**config.mk**
```make
export PLATFORM = sky130hd
export DESIGN_NAME = carregador_ram
export DESIGN_NICKNAME = d
export VERILOG_FILES = /design/src/rtl/carregador_ram_pkg.sv /design/src/rtl/carregador_ram_mar_reg.sv /design/src/rtl/carregador_ram.sv
export SDC_FILE = /design/constraint.sdc
export NUM_CORES = 1
export LEC_CHECK = 0
export CORE_MARGIN = 10
export CORE_UTILIZATION = 40
export DETAILED_ROUTE_END_ITERATION = 7
export MAX_ROUTING_LAYER = met4
export PLACE_DENSITY = 0.85
export SYNTH_ARGS = -nofsm -noshare
export SYNTH_HDL_FRONTEND = slang
export SYNTH_SLANG_ARGS = --single-unit
```
**constraint.sdc**
```tcl
create_clock -name clock -period 2.1 [get_ports clock]
set_clock_uncertainty 0.05 [all_clocks]
set_input_delay 0.42 -clock clock [delete_from_list [all_inputs] [get_ports clock]]
set_output_delay 0.42 -clock clock [all_outputs]
set_load 0.01 [all_outputs]
```
**src/rtl/carregador_ram_pkg.sv**
```systemverilog
// Shared definitions for the SAP RAM loader: widths, loader FSM states and a
// small helper that classifies the states in which a load is in flight.
package carregador_ram_pkg;

  localparam int SAP_ADDR_W = 4;
  localparam int SAP_DATA_W = 8;

  typedef enum logic [2:0] {
    IDLE   = 3'd0,
    ACCEPT = 3'd1,
    STROBE = 3'd2,
    HOLD   = 3'd3,
    DONE   = 3'd4
  } loadState_e;

  function automatic logic isBusy(input loadState_e s);
    return (s == ACCEPT) || (s == STROBE) || (s == HOLD);
  endfunction

endpackage

```
**src/rtl/carregador_ram_mar_reg.sv**
```systemverilog
// Memory address register: WIDTH-bit register with asynchronous active-high
// reset and a synchronous load enable.
module mar_reg
  import carregador_ram_pkg::*;
#(
  parameter int WIDTH = SAP_ADDR_W
) (
  input  logic             clock_i,
  input  logic             reset_i,
  input  logic             load_i,
  input  logic [WIDTH-1:0] d_i,
  output logic [WIDTH-1:0] q_o
);

  logic [WIDTH-1:0] addr_q;

  // Capture the address when load is asserted, otherwise keep it.
  always_ff @(posedge clock_i or posedge reset_i) begin
    if (reset_i) begin
      addr_q <= '0;
    end else if (load_i) begin
      addr_q <= d_i;
    end
  end

  assign q_o = addr_q;

endmodule

```
**src/rtl/carregador_ram.sv**
```systemverilog
// Upstream stage of the 16x8 SAP RAM. In run mode it is the MAR; in program
// mode it takes a byte stream (valid/ready) and writes it to addresses
// 0..DEPTH-1 with a registered one-cycle write strobe that rises one cycle
// after address and data have settled.
// Optional feature: define CARREGADOR_CHECKSUM_EN to accumulate a running
// mod-2**DATA_W sum of the written bytes on load_checksum (0 otherwise).
module carregador_ram
  import carregador_ram_pkg::*;
#(
  parameter int ADDR_W = SAP_ADDR_W,
  parameter int DATA_W = SAP_DATA_W
) (
  input  logic              clock,
  input  logic              reset,
  input  logic              programm_run,
  input  logic              MAR_IN,
  input  logic [DATA_W-1:0] bus_in,
  input  logic              load_start,
  input  logic              byte_valid,
  input  logic [DATA_W-1:0] byte_data,
  output logic              byte_ready,
  output logic [ADDR_W-1:0] in_mar,
  output logic [DATA_W-1:0] ram_dip,
  output logic              wr_strobe,
  output logic              load_busy,
  output logic              load_done,
  output logic [DATA_W-1:0] load_checksum
);

  localparam int DEPTH = 2 ** ADDR_W;
  localparam logic [ADDR_W-1:0] LAST_ADDR = ADDR_W'(DEPTH - 1);

  loadState_e        state_q, state_d;
  logic [ADDR_W-1:0] ptr_q, ptr_d;
  logic [DATA_W-1:0] ramDip_q, ramDip_d;
  logic              loadDone_q, loadDone_d;
  logic              wrStrobe_q, wrStrobe_d;
  logic [ADDR_W-1:0] marQ;
  logic              startLoad;
  logic              acceptByte;

  // Only the low ADDR_W bits of the bus address the RAM; the rest is unused.
  logic unusedBusHi;
  assign unusedBusHi = ^bus_in[DATA_W-1:ADDR_W];

  mar_reg #(.WIDTH(ADDR_W)) u_mar (
    .clock_i (clock),
    .reset_i (reset),
    .load_i  (programm_run & MAR_IN),
    .d_i     (bus_in[ADDR_W-1:0]),
    .q_o     (marQ)
  );

  assign byte_ready = (state_q == ACCEPT) && !programm_run;
  assign acceptByte = byte_ready && byte_valid;
  assign startLoad  = !programm_run && load_start &&
                      ((state_q == IDLE) || (state_q == DONE));

  // Loader next-state logic: run mode aborts any load in flight, program
  // mode steps ACCEPT -> STROBE -> HOLD once per byte until the last address.
  always_comb begin
    state_d    = state_q;
    ptr_d      = ptr_q;
    ramDip_d   = ramDip_q;
    loadDone_d = loadDone_q;
    wrStrobe_d = 1'b0;
    if (programm_run) begin
      if (isBusy(state_q)) begin
        state_d    = IDLE;
        loadDone_d = 1'b0;
      end
    end else begin
      unique case (state_q)
        IDLE, DONE: begin
          if (load_start) begin
            ptr_d      = '0;
            loadDone_d = 1'b0;
            state_d    = ACCEPT;
          end
        end
        ACCEPT: begin
          if (byte_valid) begin
            ramDip_d = byte_data;
            state_d  = STROBE;
          end
        end
        STROBE: begin
          wrStrobe_d = 1'b1;
          state_d    = HOLD;
        end
        HOLD: begin
          if (ptr_q == LAST_ADDR) begin
            loadDone_d = 1'b1;
            state_d    = DONE;
          end else begin
            ptr_d   = ptr_q + ADDR_W'(1);
            state_d = ACCEPT;
          end
        end
        default: state_d = IDLE;
      endcase
    end
  end

  // Loader state, pointer, write data and strobe registers.
  always_ff @(posedge clock or posedge reset) begin
    if (reset) begin
      state_q    <= IDLE;
      ptr_q      <= '0;
      ramDip_q   <= '0;
      loadDone_q <= 1'b0;
      wrStrobe_q <= 1'b0;
    end else begin
      state_q    <= state_d;
      ptr_q      <= ptr_d;
      ramDip_q   <= ramDip_d;
      loadDone_q <= loadDone_d;
      wrStrobe_q <= wrStrobe_d;
    end
  end

`ifdef CARREGADOR_CHECKSUM_EN
  logic [DATA_W-1:0] checksum_q, checksum_d;

  // Running sum of accepted bytes, restarted with every new load.
  always_comb begin
    checksum_d = checksum_q;
    if (startLoad) begin
      checksum_d = '0;
    end else if (acceptByte) begin
      checksum_d = checksum_q + byte_data;
    end
  end

  // Checksum accumulator register.
  always_ff @(posedge clock or posedge reset) begin
    if (reset) begin
      checksum_q <= '0;
    end else begin
      checksum_q <= checksum_d;
    end
  end

  assign load_checksum = checksum_q;
`else
  logic unusedLoadCtl;
  assign unusedLoadCtl = startLoad ^ acceptByte;
  assign load_checksum = '0;
`endif

  // Run mode gates the strobe combinationally so an abort never leaves a
  // partial write pulse on the RAM.
  assign in_mar    = programm_run ? marQ : ptr_q;
  assign ram_dip   = ramDip_q;
  assign wr_strobe = wrStrobe_q & ~programm_run;
  assign load_busy = isBusy(state_q);
  assign load_done = loadDone_q;

endmodule
```
======== Word-level counts from Yosys, hierarchy flattened ========
Index checks and enable logic that the tools add are counted.
word-level totals
  register bits after elaboration ......... 21
  input bits .............................. 22
operators by class
  $add $sub $neg .......................... 1
  equal/unequal tests ..................... 11
  muxes and demuxes ....................... 17
  bitwise operators ....................... 3
  reduce and logical (&&, ||, !) cells .... 12
operator list
  cell                 count
  $mux 3               5
  $mux 4               3
  $pmux 3 s4           1
  $pmux 4 s2           1
  $reduce_and 4->1     2
  $eq 3x2->1 const B   2
  $mux 1               6
  $ne 3x3->1 const B   2
  $reduce_and 3->1     2
  $add 4x1->4 const B  1
  $eq 4x4->1 const B   1
  $ne 2x2->1 const B   2
  $eq 3x1->1 const B   1
  $eq 3x3->1 const B   1
  $logic_not 3->1      1
  $ne 3x2->1 const B   1
  $reduce_bool 3->1    1
  $and 1x1->1          2
  $logic_or 1x1->1     2
  $ne 2x1->1 const B   1
  $pmux 1 s2           1
  $reduce_bool 2->1    1
  $reduce_or 2->1      1
  $logic_and 1x1->1    1
  other kinds (2)      2

======== Longest topological paths before layout ========
  depth in word-level cells ............... 5
  depth in mapped cells ................... 5
  depth with buffers taken out ............ 4

======== By module ========
A second synthesis with hierarchy kept.
unflattened totals
  cells, all modules ...................... 99
  area, all modules ....................... 1131.1 µm²
by module, submodules not included
  module          instances  cells an instance  area each (µm²)  seq. area each (µm²)
  carregador_ram  1          90                 982.2            425.4
  mar_reg         1          9                  148.9            100.1

======== Worst setup path after synthesis ========
No wires, ideal clock.
  path kind ............................... input-to-output
  start ................................... in programm_run
  end ..................................... out in_mar[0]
  data arrival time ....................... 1.202 ns
  slack ................................... 0.428 ns
  stages .................................. 3
  buffers on the path ..................... 2
  cells stage by stage .................... buf_6 -> clkbuf_1 -> mux2_2
on the way
  cells in the longest elaborated chain, start to end .. 1
ends and longest elaborated chain
  element             RTL line               text
  start: declaration  carregador_ram.sv:15   input logic programm_run,
  $mux 4              carregador_ram.sv:153  assign in_mar = programm_run ? marQ : ptr_q;
  end: declaration    carregador_ram.sv:22   output logic [ADDR_W-1:0] in_mar,
No other way between the ends.

======== Worst setup path after layout ========
  start ................................... reg state_q[2]
  end ..................................... out load_busy
on the way
  cells in the longest elaborated chain, start to end .. 3
ends and longest elaborated chain
  element                                          RTL line                  text
  start: declaration                               carregador_ram.sv:33      loadState_e state_q, state_d;
  start signal: assignment                         carregador_ram.sv:114     state_q <= state_d;
  $eq 3x1->1 / $eq 3x2->1 (equally long branches)  carregador_ram_pkg.sv:17  return (s == ACCEPT) || (s == STROBE) || (s == HOLD);
  $logic_or 1x1->1                                 carregador_ram_pkg.sv:17
  $logic_or 1x1->1 (*)                             carregador_ram_pkg.sv:17
  end: declaration                                 carregador_ram.sv:25      output logic load_busy,
Mark *: on every way between the ends. The rest lies on a longest branch, timed or not.

==> key figures <==
Detailed routing
  – Vias per cell: 4.95
  – Post-route antenna net violation count: 0
  – Routed WL: 2580 um
  – Initial drt markers: 14
  – Vias: 842
  – 1st-pass router iterations: 4
  – Routed len/inst: 15.2 um
  – Drt drc: 0

CTS
  – CTS tree: done
  – CTS H-tree depth: 1
  – # hold bufs at CTS: 0
  – CTS buffer count: 3
  – Clock Sinks: 21
  – Clock tree root buffer cell: clkbuf_4
  – Clk pin slew, worst setup/hold paths: 110 ps
  – Maximum clock path buffer count: 2
  – Clk_lat worst skew: 300 ps

Timing
  – Final period utilization: 97.0%
  – Slew Viols, Final: 0
  – RSZ-0062 raised after global routing: no
  – Final Hold Vio Count: 0
  – Hold Worst Slack: 382 ps
  – Final setup fails: 0
  – Fmax: 0.491 GHz
  – Fin crit period: 2040 ps

Die
  – Cell Rows: 19
  – Die span in x: 72.9 um
  – Initial Util: 41.2%
  – Die Footprint: 5310 um2
  – Number of I/O pins: 46
  – Die Y: 72.9 um
  – Core area: 2710 um2

Placement
  – Final GP Congestion: 0.730
  – Number of port buffers: 33
  – DP HPWL: 2010 um
  – Placed cell count: 160

Layout
  – ANT cells: 0
  – Area grow syn2layout: 40.0%
  – Fin nets: 163
  – Non-filler cells, final: 170
  – Share of post-route cells with drive strength above 1: 30.2%

Synthesis
  – Mapped Avg Cell Area: 11.9 um2
  – Xor-xnor portion of the synthesized cell area: 0%
  – Post-synthesis cell type count: 34
  – Post-synth EDFFs: 0
  – FF+latch count, synth: 21
  – Async SR Flop Fraction: 100%
  – Synth Area in Compound Gates: 8.96%
  – YS warnings: 0
  – Ys flop type: dfrtp_1
  – Top cell type by total area after synthesis: dfrtp_1
  – Count leader, synth: dfrtp_1
  – Post-Synthesis Cells: 94
  – Mapped Area: 1120 um2
  – Top post-synthesis cells by area: dfrtp_1, mux2_2, buf_4
  – Mux cell area share after synthesis: 17.9%
  – Combinational family with the most area after synthesis: multiplexers
  – Synth top cells by count: dfrtp_1, mux2_2, buf_4
  – Synth Area in Simple Gates: 16.0%
  – Area fraction of the dominant cell type after synthesis: 47.0%
  – Seq/Total Area, Yosys: 47.0%
  – Post-Synth Adder-Cell Area: 1.12%

Global routing
  – Initial antenna violation count: 0
  – First-pass GRT wire length: 4120 um
  – Largest net degree at the start of global routing: 22
  – Vias in the first global route: 841
  – GRT Overall Usage: 9.96%
  – Total grt overflow: 0

Setup path
  – Slowest CP cell: clkdlybuf4s50_1
  – CP Capture Type: primary output
  – CP Launch Type: register
  – Critical Path RT: 1630 ps
  – Worst path max stage delay: 550 ps
  – Critical path class: register to primary output
  – Crit path arrival time: 1570 ps
  – Crit-path cells: o21ba_2, clkdlybuf4s50_1
  – Critical path peak fanout: 6

Pwr
  – Lkg Pwr: 0.742 nW
  – Max VDD drop: 0.606 mV
  – Power per cell area: 739 nW/um2

Flow run
  – Max_cap viols: 0

Status
  – Status: completed

Hold path
  – Hold Path Class: input pin to async pin
report_power, final:
group,total (mW),switching [mW],internal (mW)
clock network,0.189,0.115,0.0739
registers,0.540,0.0505,0.489
logic,0.427,0.159,0.267
layer usage:
metal | wire length, um | global-route usage (%) | vias up
met5 | 0 | - | -
met4 | 0 | 3.16 | 0
met3 | 180 | 3.67 | 0
met2 | 1280 | 15.8 | 26
met1 | 1120 | 11.4 | 404
li1 | - | - | 412
cell families (layout without fill, tap and decap cells):
group	after synthesis	after routing
AOI/OAI and AO/OA	12	12
adders and majority gates	1	1
muxes	18	18
other	1	8
and+or+nand+nor	26	26
buffers and inverters	15	53
DFF	21	21
worst max-delay path, delay by kind of cell (launching register included):
kind | cells | cell delay [ps]
flops | 1 | 460
buf+inv | 1 | 550
compound gates | 1 | 260
layout by cell type (no fill, tap or decap), drive strengths merged, types with 2 or more instances in the layout:
cell type      instances
clkdlybuf4s50         26
dfrtp                 21
buf                   17
mux2                  16
conb                   8
nand3                  4
o21ai                  4
nand2                  4
clkbuf                 4
nor2                   3
dlygate4sd2            3
nor3                   2
nor4                   2
nand4                  2
mux2i                  2
nand3b                 2
o2bb2ai                2
inv                    2
metrics by stage:
step / util (%) / setup WS (ps) / TNS (ps) / total power [mW] / area, um2
CTS: 56.7 / 1.96 / 0 / 1.17 / 1540
global route: 57.7 / 4.01 / 0 / 1.23 / 1560
floorplan: - / 428 / 0 / 0.737 / 1140
global placement: 54.8 / -243 / -1500 / 0.963 / 1480
detailed placement: 54.8 / -250 / -1620 / 0.974 / 1480
finish: 57.7 / 63.1 / 0 / 1.16 / 1560
flip-flops by register name, summed over array words and instances (netlist names):
| signal | flops |
|---|---|
| wrStrobe_q | 1 |
| state_q | 3 |
| ram_dip | 8 |
| ptr_q | 4 |
| load_done | 1 |
| u_mar.q_o | 4 |
worst paths after layout:
check,from,slack (ps),endpoint,depth (start not counted)
max,state_q[2],60,load_busy,2
min,reset,380,ram_dip[3],3
max reg2reg,state_q[0],400,ptr_q[0],4
min reg2reg,ram_dip[5],450,ram_dip[5],1
max in group asynchronous,reset,1380,state_q[2],3
min in group clock,ram_dip[5],450,ram_dip[5],1
what timing repair did:
action,in CTS,in global routing
buffers inserted,3,3
gates resized for setup,23,0
endpoints found under the setup margin,7,1
layout make-up:
type / count / area, um2
clock buffer: 4 / 26.3
sequential: 21 / 527
fill: 234 / 1150
tap: 31 / 38.8
multi-input combinational: 65 / 526
inverter: 2 / 7.51
timing repair buffer: 47 / 439
No activity file was read; power rests on OpenSTA's default activity.
